===== src/rtl/seg_scan_ctrl.sv =====
// Four-digit multiplexed 7-segment scan controller with double-buffered BCD value.
// Define LEADING_ZERO_BLANK_EN to also darken leading zero digits 3..1.
module seg_scan_ctrl #(
    parameter int SCAN_DIV = 1000,
    parameter int GUARD    = 8
) (
    input  logic        clk,
    input  logic        rst,
    input  logic        wr_valid,
    input  logic [15:0] wr_data,
    output logic        wr_ready,
    output logic [3:0]  bcd_out,
    output logic [3:0]  dig_an_n,
    output logic        frame_done
);

    localparam int PW = (SCAN_DIV > 1) ? $clog2(SCAN_DIV) : 1;
    localparam logic [PW-1:0] P_LAST = PW'(SCAN_DIV - 1);
    localparam logic [PW-1:0] P_PRE  = PW'(SCAN_DIV - 2);
    localparam logic [PW-1:0] P_GEND = PW'(GUARD - 1);

    typedef enum logic [1:0] {
        ST_BLANK,
        ST_GUARD,
        ST_ON
    } state_t;

    state_t        r_state;
    state_t        w_state_nxt;
    logic [PW-1:0] r_pcnt;
    logic [1:0]    r_idx;
    logic [15:0]   r_active;
    logic [15:0]   r_pend;
    logic          r_pend_full;
    logic [3:0]    r_bcd;
    logic          r_frame_done;
    logic [1:0]    r_idx_d1;
    logic [1:0]    r_idx_d2;
    logic          r_blk_d1;
    logic          r_blk_d2;
    logic          r_on_d1;
    logic          r_on_d2;
    logic [3:0]    r_an_n;

    logic          w_tick;
    logic          w_bnd;
    logic          w_accept;
    logic [3:0]    w_nib;
    logic [3:0]    w_blank;
    logic          w_over;

    assign w_tick   = (r_pcnt == P_LAST);
    assign w_bnd    = w_tick && (r_idx == 2'd3);
    assign w_accept = wr_valid && !r_pend_full;
    assign w_nib    = r_active[{r_idx, 2'b00} +: 4];
    assign w_over   = (w_nib > 4'd9);

    // Per-digit dark flag: out-of-range nibbles, optionally leading zeros
    always_comb begin
        w_blank = '0;
        for (int i = 0; i < 4; i++) begin
            w_blank[i] = (r_active[4*i +: 4] > 4'd9);
        end
`ifdef LEADING_ZERO_BLANK_EN
        if (r_active[15:12] == 4'h0) w_blank[3] = 1'b1;
        if (r_active[15:8] == 8'h00) w_blank[2] = 1'b1;
        if (r_active[15:4] == 12'h000) w_blank[1] = 1'b1;
`endif
    end

    always_comb begin
        w_state_nxt = r_state;
        unique case (r_state)
            ST_BLANK: if (w_bnd && r_pend_full) w_state_nxt = ST_GUARD;
            ST_GUARD: if (r_pcnt == P_GEND) w_state_nxt = ST_ON;
            ST_ON:    if (w_tick) w_state_nxt = ST_GUARD;
            default:  w_state_nxt = ST_BLANK;
        endcase
    end

    always_ff @(posedge clk) begin
        if (rst) begin
            r_state      <= ST_BLANK;
            r_pcnt       <= '0;
            r_idx        <= 2'd0;
            r_active     <= 16'h0000;
            r_pend       <= 16'h0000;
            r_pend_full  <= 1'b0;
            r_bcd        <= 4'h0;
            r_frame_done <= 1'b0;
            r_idx_d1     <= 2'd0;
            r_idx_d2     <= 2'd0;
            r_blk_d1     <= 1'b0;
            r_blk_d2     <= 1'b0;
            r_on_d1      <= 1'b0;
            r_on_d2      <= 1'b0;
            r_an_n       <= 4'hF;
        end else begin
            r_state <= w_state_nxt;
            r_pcnt  <= w_tick ? '0 : r_pcnt + 1'b1;
            if (w_tick) r_idx <= r_idx + 2'd1;

            if (w_bnd && r_pend_full) begin
                r_active    <= r_pend;
                r_pend_full <= 1'b0;
            end else if (w_accept) begin
                r_pend      <= wr_data;
                r_pend_full <= 1'b1;
            end

            r_bcd        <= w_over ? 4'hF : w_nib;
            r_frame_done <= (r_pcnt == P_PRE) && (r_idx == 2'd3);

            // Anode path trails bcd_out by the external decoder's two cycles
            r_idx_d1 <= r_idx;
            r_blk_d1 <= w_blank[r_idx];
            r_on_d1  <= (r_state == ST_ON);
            r_idx_d2 <= r_idx_d1;
            r_blk_d2 <= r_blk_d1;
            r_on_d2  <= r_on_d1;
            r_an_n   <= (r_on_d2 && !r_blk_d2) ?
                        ~(4'b0001 << r_idx_d2) : 4'hF;
        end
    end

    assign wr_ready   = !r_pend_full;
    assign bcd_out    = r_bcd;
    assign dig_an_n   = r_an_n;
    assign frame_done = r_frame_done;

endmodule


===== config.mk =====
export PLATFORM = sky130hd
export DESIGN_NAME = seg_scan_ctrl
export DESIGN_NICKNAME = d
export VERILOG_FILES = /design/src/rtl/seg_scan_ctrl.sv
export SDC_FILE = /design/constraint.sdc
export NUM_CORES = 1
export LEC_CHECK = 0
export BUFFER_PORTS_ARGS = -buffer_cell sky130_fd_sc_hd__buf_4
export CAP_MARGIN = 20
export CORE_ASPECT_RATIO = 1.2
export CORE_UTILIZATION = 38
export DETAILED_ROUTE_END_ITERATION = 16
export GPL_TIMING_DRIVEN = 0
export PLACE_DENSITY = 0.67
export SKIP_LAST_GASP = 1
export SLEW_MARGIN = 20
export SYNTH_ARGS = -nofsm -noshare
export SYNTH_HDL_FRONTEND = slang
export SYNTH_SLANG_ARGS = --single-unit

===== constraint.sdc =====
create_clock -name clk -period 1.55 [get_ports clk]
set_input_delay 0.2325 -clock clk [delete_from_list [all_inputs] [get_ports clk]]
set_output_delay 0.2325 -clock clk [all_outputs]
set_load 0.005 [all_outputs]

After elaboration in Yosys (flattened, before gate mapping). Index checks and enable logic that the tools add are counted.

Add/subtract/negate cells: 2. $lt $le $gt $ge: 6. Equal/unequal tests: 9. Shift operators: 2. Mux-type cells: 7. Bitwise operators: 3. Reductions and logical operators: 13.

Operators by type and width (count): == test 10 bit (second input constant) (2); greater-than comparator 4 bit (second input constant) (5); variable part select 16 x 5 -> 4 bit (1); adder 10 x 1 -> 10 bit (second input constant) (1); == test 10 x 3 -> 1 bit (second input constant) (1); two-way mux 2 bit (3); != test 2 bit (second input constant) (3); case mux 2 bit (3 select lines) (1); OR reduction 2 bit (3); logical AND 1 bit (5); == test 2 bit (second input constant) (2); two-way mux 4 bit (1); NOT 4 bit (1); left shift 1 x 2 -> 4 bit (first input constant) (1); less-than comparator 2 x 3 -> 1 bit (second input constant) (1); AND reduction 3 bit (1); adder 2 x 1 -> 2 bit (second input constant) (1); binary-select mux 1 bit (select 2 bit) (1); == test 2 x 1 -> 1 bit (second input constant) (1); zero test 1 bit (2); zero test 2 bit (1); NOT 1 bit (2); AND reduction 2 bit (1); two-way mux 1 bit (1).

Register bits: 64. Bits of input ports: 19. Output and inout port bits: 10. Word-level logic and storage cells: 57.

Depth between registers and ports, before layout. Gate-level depths: netlist of the first run.

Depth in word-level cells: 5. Mapped depth: 7. Mapped depth without buffers: 5.

Least setup slack after synthesis of the first run. OpenSTA, ideal clock, no wires.

Kind: register to register. Start: register r_pcnt[0]. End: register r_active[10]. Library setup time: 0.128 ns. Arrival time: 1.521 ns. Required time: 1.422 ns. Slack: -0.099 ns. Stages on the path, launching flop included: 8. Buffers on the path: 2. Clock period less this slack: 1.649 ns. Cells stage by stage: dfxtp_1 > ha_1 > nand3b_1 > nor4_2 > buf_6 > buf_12 > mux2i_1 > nor2_1.

Word-level cells in the longest chain between the ends: 3.

RTL lines: from (decl) (RTL line 30) `logic [PW-1:0] r_pcnt;`; from (signal assigned) (RTL line 100) `r_pcnt <= w_tick ? '0 : r_pcnt + 1'b1;`; == test 10 bit (RTL line 52) `assign w_tick = (r_pcnt == P_LAST);`; logical AND 1 bit (RTL line 53) `assign w_bnd = w_tick && (r_idx == 2'd3);`; logical AND 1 bit (RTL line 103) `if (w_bnd && r_pend_full) begin`; to (signal assigned) (RTL line 104) `r_active <= r_pend;`; to (decl) (RTL line 32) `logic [15:0] r_active;`.

Every way passes these cells. A chain may end at the register's enable or synchronous reset.

Worst setup path in the final report of the first run.
Start: register r_pcnt[1]. End: register r_idx[0].

Word-level cells in the longest chain between the ends: 1.

RTL lines: == test 10 bit (RTL line 52); to (signal assigned) (RTL line 101) `if (w_tick) r_idx <= r_idx + 2'd1;`; to (decl) (RTL line 31) `logic [1:0] r_idx;`.

Every way passes these cells.

==> flow_summary.yaml, run 1 <==
floorplanning:
  die_area_sq_um: 6680
  die_width_um: 74.8
  rows: 31
  core_sq_um: 6090
  ios: 29
  die_h_um: 89.4
  start_util_pct: 39.7
detailed_routing:
  drtAntennaViolNets: 0
  drt-initial-drc-count: 52
  wl_per_cell_um: 12.1
  drt_wl_total_um: 4770
  route.vias.total: 1878
  via_per_inst: 4.75
  drc: 0
  drt_first_pass_iters: 4
cts:
  numCtsBuffers: 9
  htree_levels: 3
  numClockSinks: 64
  cts_root_buffer: "clkbuf_8"
  worstSkewPairLatency_ps: 340
  clkTransAtPathRegs_ps: 60
  cts_tree: "done"
  hold_buffers: 0
  ctsLongestPathBuffers: 2
sta:
  rsz0062_at_grt: "yes"
  fin_crit_sh_pct: 100
  setup_violations: 1
  maxSlewHeadroom_pct: 63.0
  finalHoldViolCount: 0
  finalSetupTns_ps: -0.430
  fmax_ghz: 0.645
  timing.hold.ws_ps: 137
  layout_setup_ws_ps: -0.430
  finalMaxSlewViolations: 0
  skew_ps: 5.83
  min_period_ps: 1550
  worst_slew_pin_slew_ps: 555
pwr:
  power_leakage_uw: 0.00125
  power_density_nw_per_um2: 991
  ir_drop_uv: 594
  swShare_pct: 22.3
  power.internal_uw: 2450
  p_seq_share_pct: 53.6
  p_switching_uw: 703
  clkPwrFrac_pct: 41.5
  comb_power_share_pct: 4.9
setup_path:
  cp-end-kind: "flip-flop"
  cp.arrival_ps: 1760
  critical_path_class: "reg -> reg"
  critPathSlowestCell: "dfxtp_4"
  critical_path.top_delay_family: "simple AND/OR/NAND/NOR gates"
  critPathLaunchType: "flip-flop"
  crit_required_ps: 1760
  critPathMaxFanout: 4
  max_stage_delay_ps: 360
  crit_chain: "ha_4, nand3b_1, buf_4, nor3_4, buf_4, xnor2_1, nor2_1"
  critPathBufInv: 2
  crit_top_cell: "buf_4"
global_routing:
  grt_start_max_net_pins: 11
  antenna_found_initial: 0
  track_usage_pct: 16.0
  grt_pass1_vias: 1678
  grt_first_pass_wirelength_um: 7690
  globalRouteOverflowTotal: 0
logic_synthesis:
  async_flop_share_pct: 0
  yosys_warnings: 0
  synth-edff-count: 0
  synth_area_sq_um: 2420
  syn_area_per_cell_sq_um: 9.55
  synth.net_count: 275
  synth-seq-area-share_pct: 53.0
  syn_inst: 253
  yosys_most_used_dff: "dfxtp_1"
  synth_seq_cells: 64
  synth.distinct_cells: 36
finish:
  drive_gt1_share_pct: 28.8
  finalNonFillerCells: 395
  fillCellCount: 585
  finish.utilization_pct: 52.2
  area_growth_pct: 31.7
  ff_latch_area_sq_um: 1310
  final_net_count: 330
  multi_input_area_sq_um: 1110
  mostFrequentLayoutCells: "dfxtp_1 (54), buf_4 (45), nand2_1 (42), nor2_1 (35), a21oi_1 (23)"
  fin_area_sq_um: 3180
  diodes: 0
  layout_commonest_cell: "dfxtp_1"
run_status:
  status: "finished with violations"
  violations: "setup timing"
placement:
  globalplace.congestion: 0.751
  numPortBuffers: 27
  place_hpwl_um: 3100
  dp_cells: 362
  placed_cell_area_sq_um: 2740
min_path:
  hp-class: "in -> reg"
flow_run:
  cap_violations: 0
per-layer routing:
layer | wire, um | up-vias | GRT usage [%] | share of wire, %
met1 | 1990 | 866 | 16.9 | 42
met5 | 0 | - | 0 | 0
li1 | - | 960 | - | -
met4 | 125 | 0 | 9.43 | 2.6
met2 | 2490 | 40 | 27.8 | 52
met3 | 168 | 12 | 4.85 | 3.5
worst register-to-register path, cell delays in order, from the launching register on:
cell and delay (ps):
dfxtp_4 360, ha_4 130, nand3b_1 170, buf_4 200, nor3_4 230, buf_4 170
xnor2_1 120, nor2_1 60
metrics by stage:
step,setup slack [ps],power [uW]
floorplan,2.70,1810
global placement,-135,1870
detailed placement,-138,1880
CTS,-19.2,3200
global route,-113,3290
finish,-0.430,3150
state kept, by name (all words and copies together) (netlist names), 4 cells and up:
register  flops
r_active     16
bcd_out       4
r_pcnt       10
dig_an_n      4
r_pend       16
layout make-up:
cell class                 instances  share of cell area (%)
sequential                        64                    41.2
multi-input combinational        171                    34.9
timing repair buffer              46                    11.8
clock buffer                      14                    5.43
tap                               82                    3.22
buffer                            13                    2.67
clock inverter                     2                   0.393
inverter                           3                   0.354
logic make-up (layout without fill, tap and decap cells):
logic type               after synthesis  after routing  synth area share, %
AO/OA/AOI/OAI                         28             28                 6.16
adder cells (fa/ha/maj)                3              3                 1.55
multiplexers                          21             21                 10.8
buffers and inverters                 18             78                 3.99
XOR/XNOR                               7              7                 2.54
AND/OR/NAND/NOR                      112            112                 22.0
flip-flops                            64             64                 53.0
Yosys cell counts, types with 3 or more instances:
| cell | number | area [sq um] |
|---|---|---|
| xor2_1 | 3 | 26.3 |
| a21oi_1 | 23 | 115 |
| nand2_1 | 43 | 161 |
| nand4_1 | 3 | 18.8 |
| xnor2_1 | 4 | 35.0 |
| nor3_1 | 4 | 20.0 |
| nor2_1 | 35 | 131 |
| clkbuf_1 | 9 | 33.8 |
| mux4_2 | 4 | 90.1 |
| nor2b_1 | 9 | 56.3 |
| mux2i_1 | 17 | 170 |
| ha_1 | 3 | 37.5 |
| dfxtp_1 | 64 | 1280 |
| inv_1 | 3 | 11.3 |
path summary, 6_finish.rpt:
| check | depth (start not counted) | start | to | slack, ps |
|---|---|---|---|---|
| max | 7 | r_pcnt[1] | r_idx[0] | -0.4 |
| min | 3 | wr_data[11] | r_pend[11] | 140 |
| max reg2reg | 7 | r_pcnt[1] | r_idx[0] | -0.4 |
| min reg2reg | 1 | r_idx_d2[0] | dig_an_n[1] | 400 |
repair_timing:
item                       CTS  global route
hold endpoints to repair     0             0
gates resized for setup     15            15
setup buffers               10             8
cloned                       0             1
pin swaps                    2             5
setup endpoints to repair   26            31
power by group through the flow:
| stage | Combinational (uW) | Clock (uW) | Sequential [uW] |
|---|---|---|---|
| after floorplan | 82.0 | 0 | 1730 |
| final | 156 | 1310 | 1690 |
| after global routing | 178 | 1420 | 1690 |
| after CTS | 154 | 1350 | 1700 |
| after global placement | 139 | 0 | 1740 |
| after detailed placement | 141 | 0 | 1740 |
Note: power is estimated with default switching activity, not from simulation.
==> inputs of run 2 (changes only) <==
==> constraint.sdc (replaced) <==
create_clock -name clk -period 1.55 [get_ports clk]
set_input_delay 0.2325 -clock clk [delete_from_list [all_inputs] [get_ports clk]]
set_output_delay 0.2325 -clock clk [all_outputs]
set_load 0.1 [all_outputs]
==> flow_summary.yaml, run 2 (synthesis gave the netlist of run 1 again) <==
run_status:
  status: "finished with violations"
  violations: "setup timing"
setup_path:
  critPathLaunchType: "flip-flop"
  critPathSlowestCell: "mux4_2"
  critical_path.top_delay_family: "multiplexers"
  crit_chain: "buf_6, buf_12, mux4_2, o21a_1, a21o_1"
  max_stage_delay_ps: 510
  crit_required_ps: 1780
  cp.arrival_ps: 1810
  critPathBufInv: 2
  cp-end-kind: "flip-flop"
  critPathMaxFanout: 5
  critical_path_class: "reg -> reg"
  crit_path_start: "r_idx[0]"
  r2r_start: "r_idx[0]"
global_routing:
  grt_pass1_vias: 1768
  gr-usage-met3_pct: 4.74
  antenna_found_initial: 0
  use_met2_pct: 27.8
  globalRouteOverflowTotal: 0
  track_usage_pct: 16.2
  grt-busiest-layer: "met2"
  grt_first_pass_wirelength_um: 7820
  grt_start_max_net_pins: 11
  met1_usage_pct: 17.5
detailed_routing:
  drt_wl_total_um: 4500
  drtAntennaViolNets: 0
  drt-initial-drc-count: 61
  wl_per_cell_um: 11.6
  drt_first_pass_iters: 4
  route.vias.total: 1817
  drc: 0
  via_per_inst: 4.70
sta:
  fmax_ghz: 0.634
  setup_violations: 1
  min_period_ps: 1580
  finalMaxSlewViolations: 0
  rsz0062_at_grt: "yes"
  fin_crit_sh_pct: 102
  layout_setup_ws_ps: -27.6
  maxSlewHeadroom_pct: 63.8
  worst_slew_pin_slew_ps: 543
  finalHoldViolCount: 0
  skew_ps: 6.86
cts:
  numCtsBuffers: 9
  clkTransAtPathRegs_ps: 70
  hold_buffers: 0
  worstSkewPairLatency_ps: 340
  numClockSinks: 64
  cts_root_buffer: "clkbuf_8"
  ctsLongestPathBuffers: 2
  cts_tree: "done"
  htree_levels: 3
finish:
  area_growth_pct: 28.4
  finish.utilization_pct: 51.0
  diodes: 0
  fillCellCount: 579
  top_regs: "r_active x16, r_pend x16, r_pcnt x10"
  finalNonFillerCells: 387
  fin_area_sq_um: 3100
  mostFrequentLayoutCells: "dfxtp_1 (55), nand2_1 (42), nor2_1 (35), buf_4 (35), a21oi_1 (23)"
  drive_gt1_share_pct: 26.9
  layout_commonest_cell: "dfxtp_1"
  final_net_count: 322
floorplanning:
  start_util_pct: 39.7
  core_sq_um: 6090
  die_h_um: 89.4
  die_area_sq_um: 6680
  ios: 29
  rows: 31
  die_width_um: 74.8
placement:
  place_hpwl_um: 3130
  numPortBuffers: 27
  dp_cells: 362
  globalplace.congestion: 0.737
  placed_cell_area_sq_um: 2760
pwr:
  power_density_nw_per_um2: 1010
  ir_drop_uv: 546
  power_leakage_uw: 0.00119
min_path:
  hold_path_startpoint: "wr_data[6]"
  hp-class: "in -> reg"
flow_run:
  cap_violations: 0
==> run 2: cell types whose count changed in the layout (fill, tap and decap cells not counted), sizes merged <==
cell and change:
buf -8, clkinv +1, inv -1
==> run 2: power by group <==
group          switching (uW)  internal [uW]
clock network             591            670
logic                    96.7           75.9
registers                22.4           1670
==> run 2: what timing repair did <==
item	in CTS	in global routing
pin swaps	2	2
buffers inserted	7	3
setup endpoints to repair	26	34
endpoints found under the hold margin	0	0
gates resized for setup	16	6
==> run 2: area by class of cell <==
cell class,count,area (sq um),share of cell area (%)
sequential,64,1310,42.1
buffer,14,100,3.23
multi-input combinational,171,1100,35.5
timing repair buffer,37,303,9.76
inverter,3,15.0,0.484
clock inverter,2,13.8,0.444
tap,82,103,3.31
clock buffer,14,163,5.24
==> run 2: layer usage <==
metal  up-vias  wire length [um]
met2        42              2290
met3        11               148
met1       822              1960
met5         -                 0
met4         0               102
li1        942                 -
==> run 2: per-stage QoR <==
step / setup WS, ps / hold WS, ps / TNS, ps / power (uW)
after detailed placement: -170 / 399 / -2120 / 1900
after global placement: -129 / 393 / -1820 / 1890
after CTS: -33.8 / 117 / -187 / 3180
after floorplan: 2.70 / 368 / 0 / 1830
after global routing: -81.1 / 137 / -1120 / 3270
final: -27.6 / 136 / -27.6 / 3130
==> run 2: worst reg2reg max path, cell delays in order (launching register included) <==
cell	delay (ps)
dfxtp_2	360
buf_6	140
buf_12	110
mux4_2	510
o21a_1	200
a21o_1	150
==> run 2: final timing paths <==
kind                            cells past startpoint           to  slack [ps]
worst max register to register                      5   bcd_out[0]         -30
worst min-delay path                                3    r_pend[6]         140
worst min register to register                      1  dig_an_n[1]         410
worst max-delay path                                5   bcd_out[0]         -30
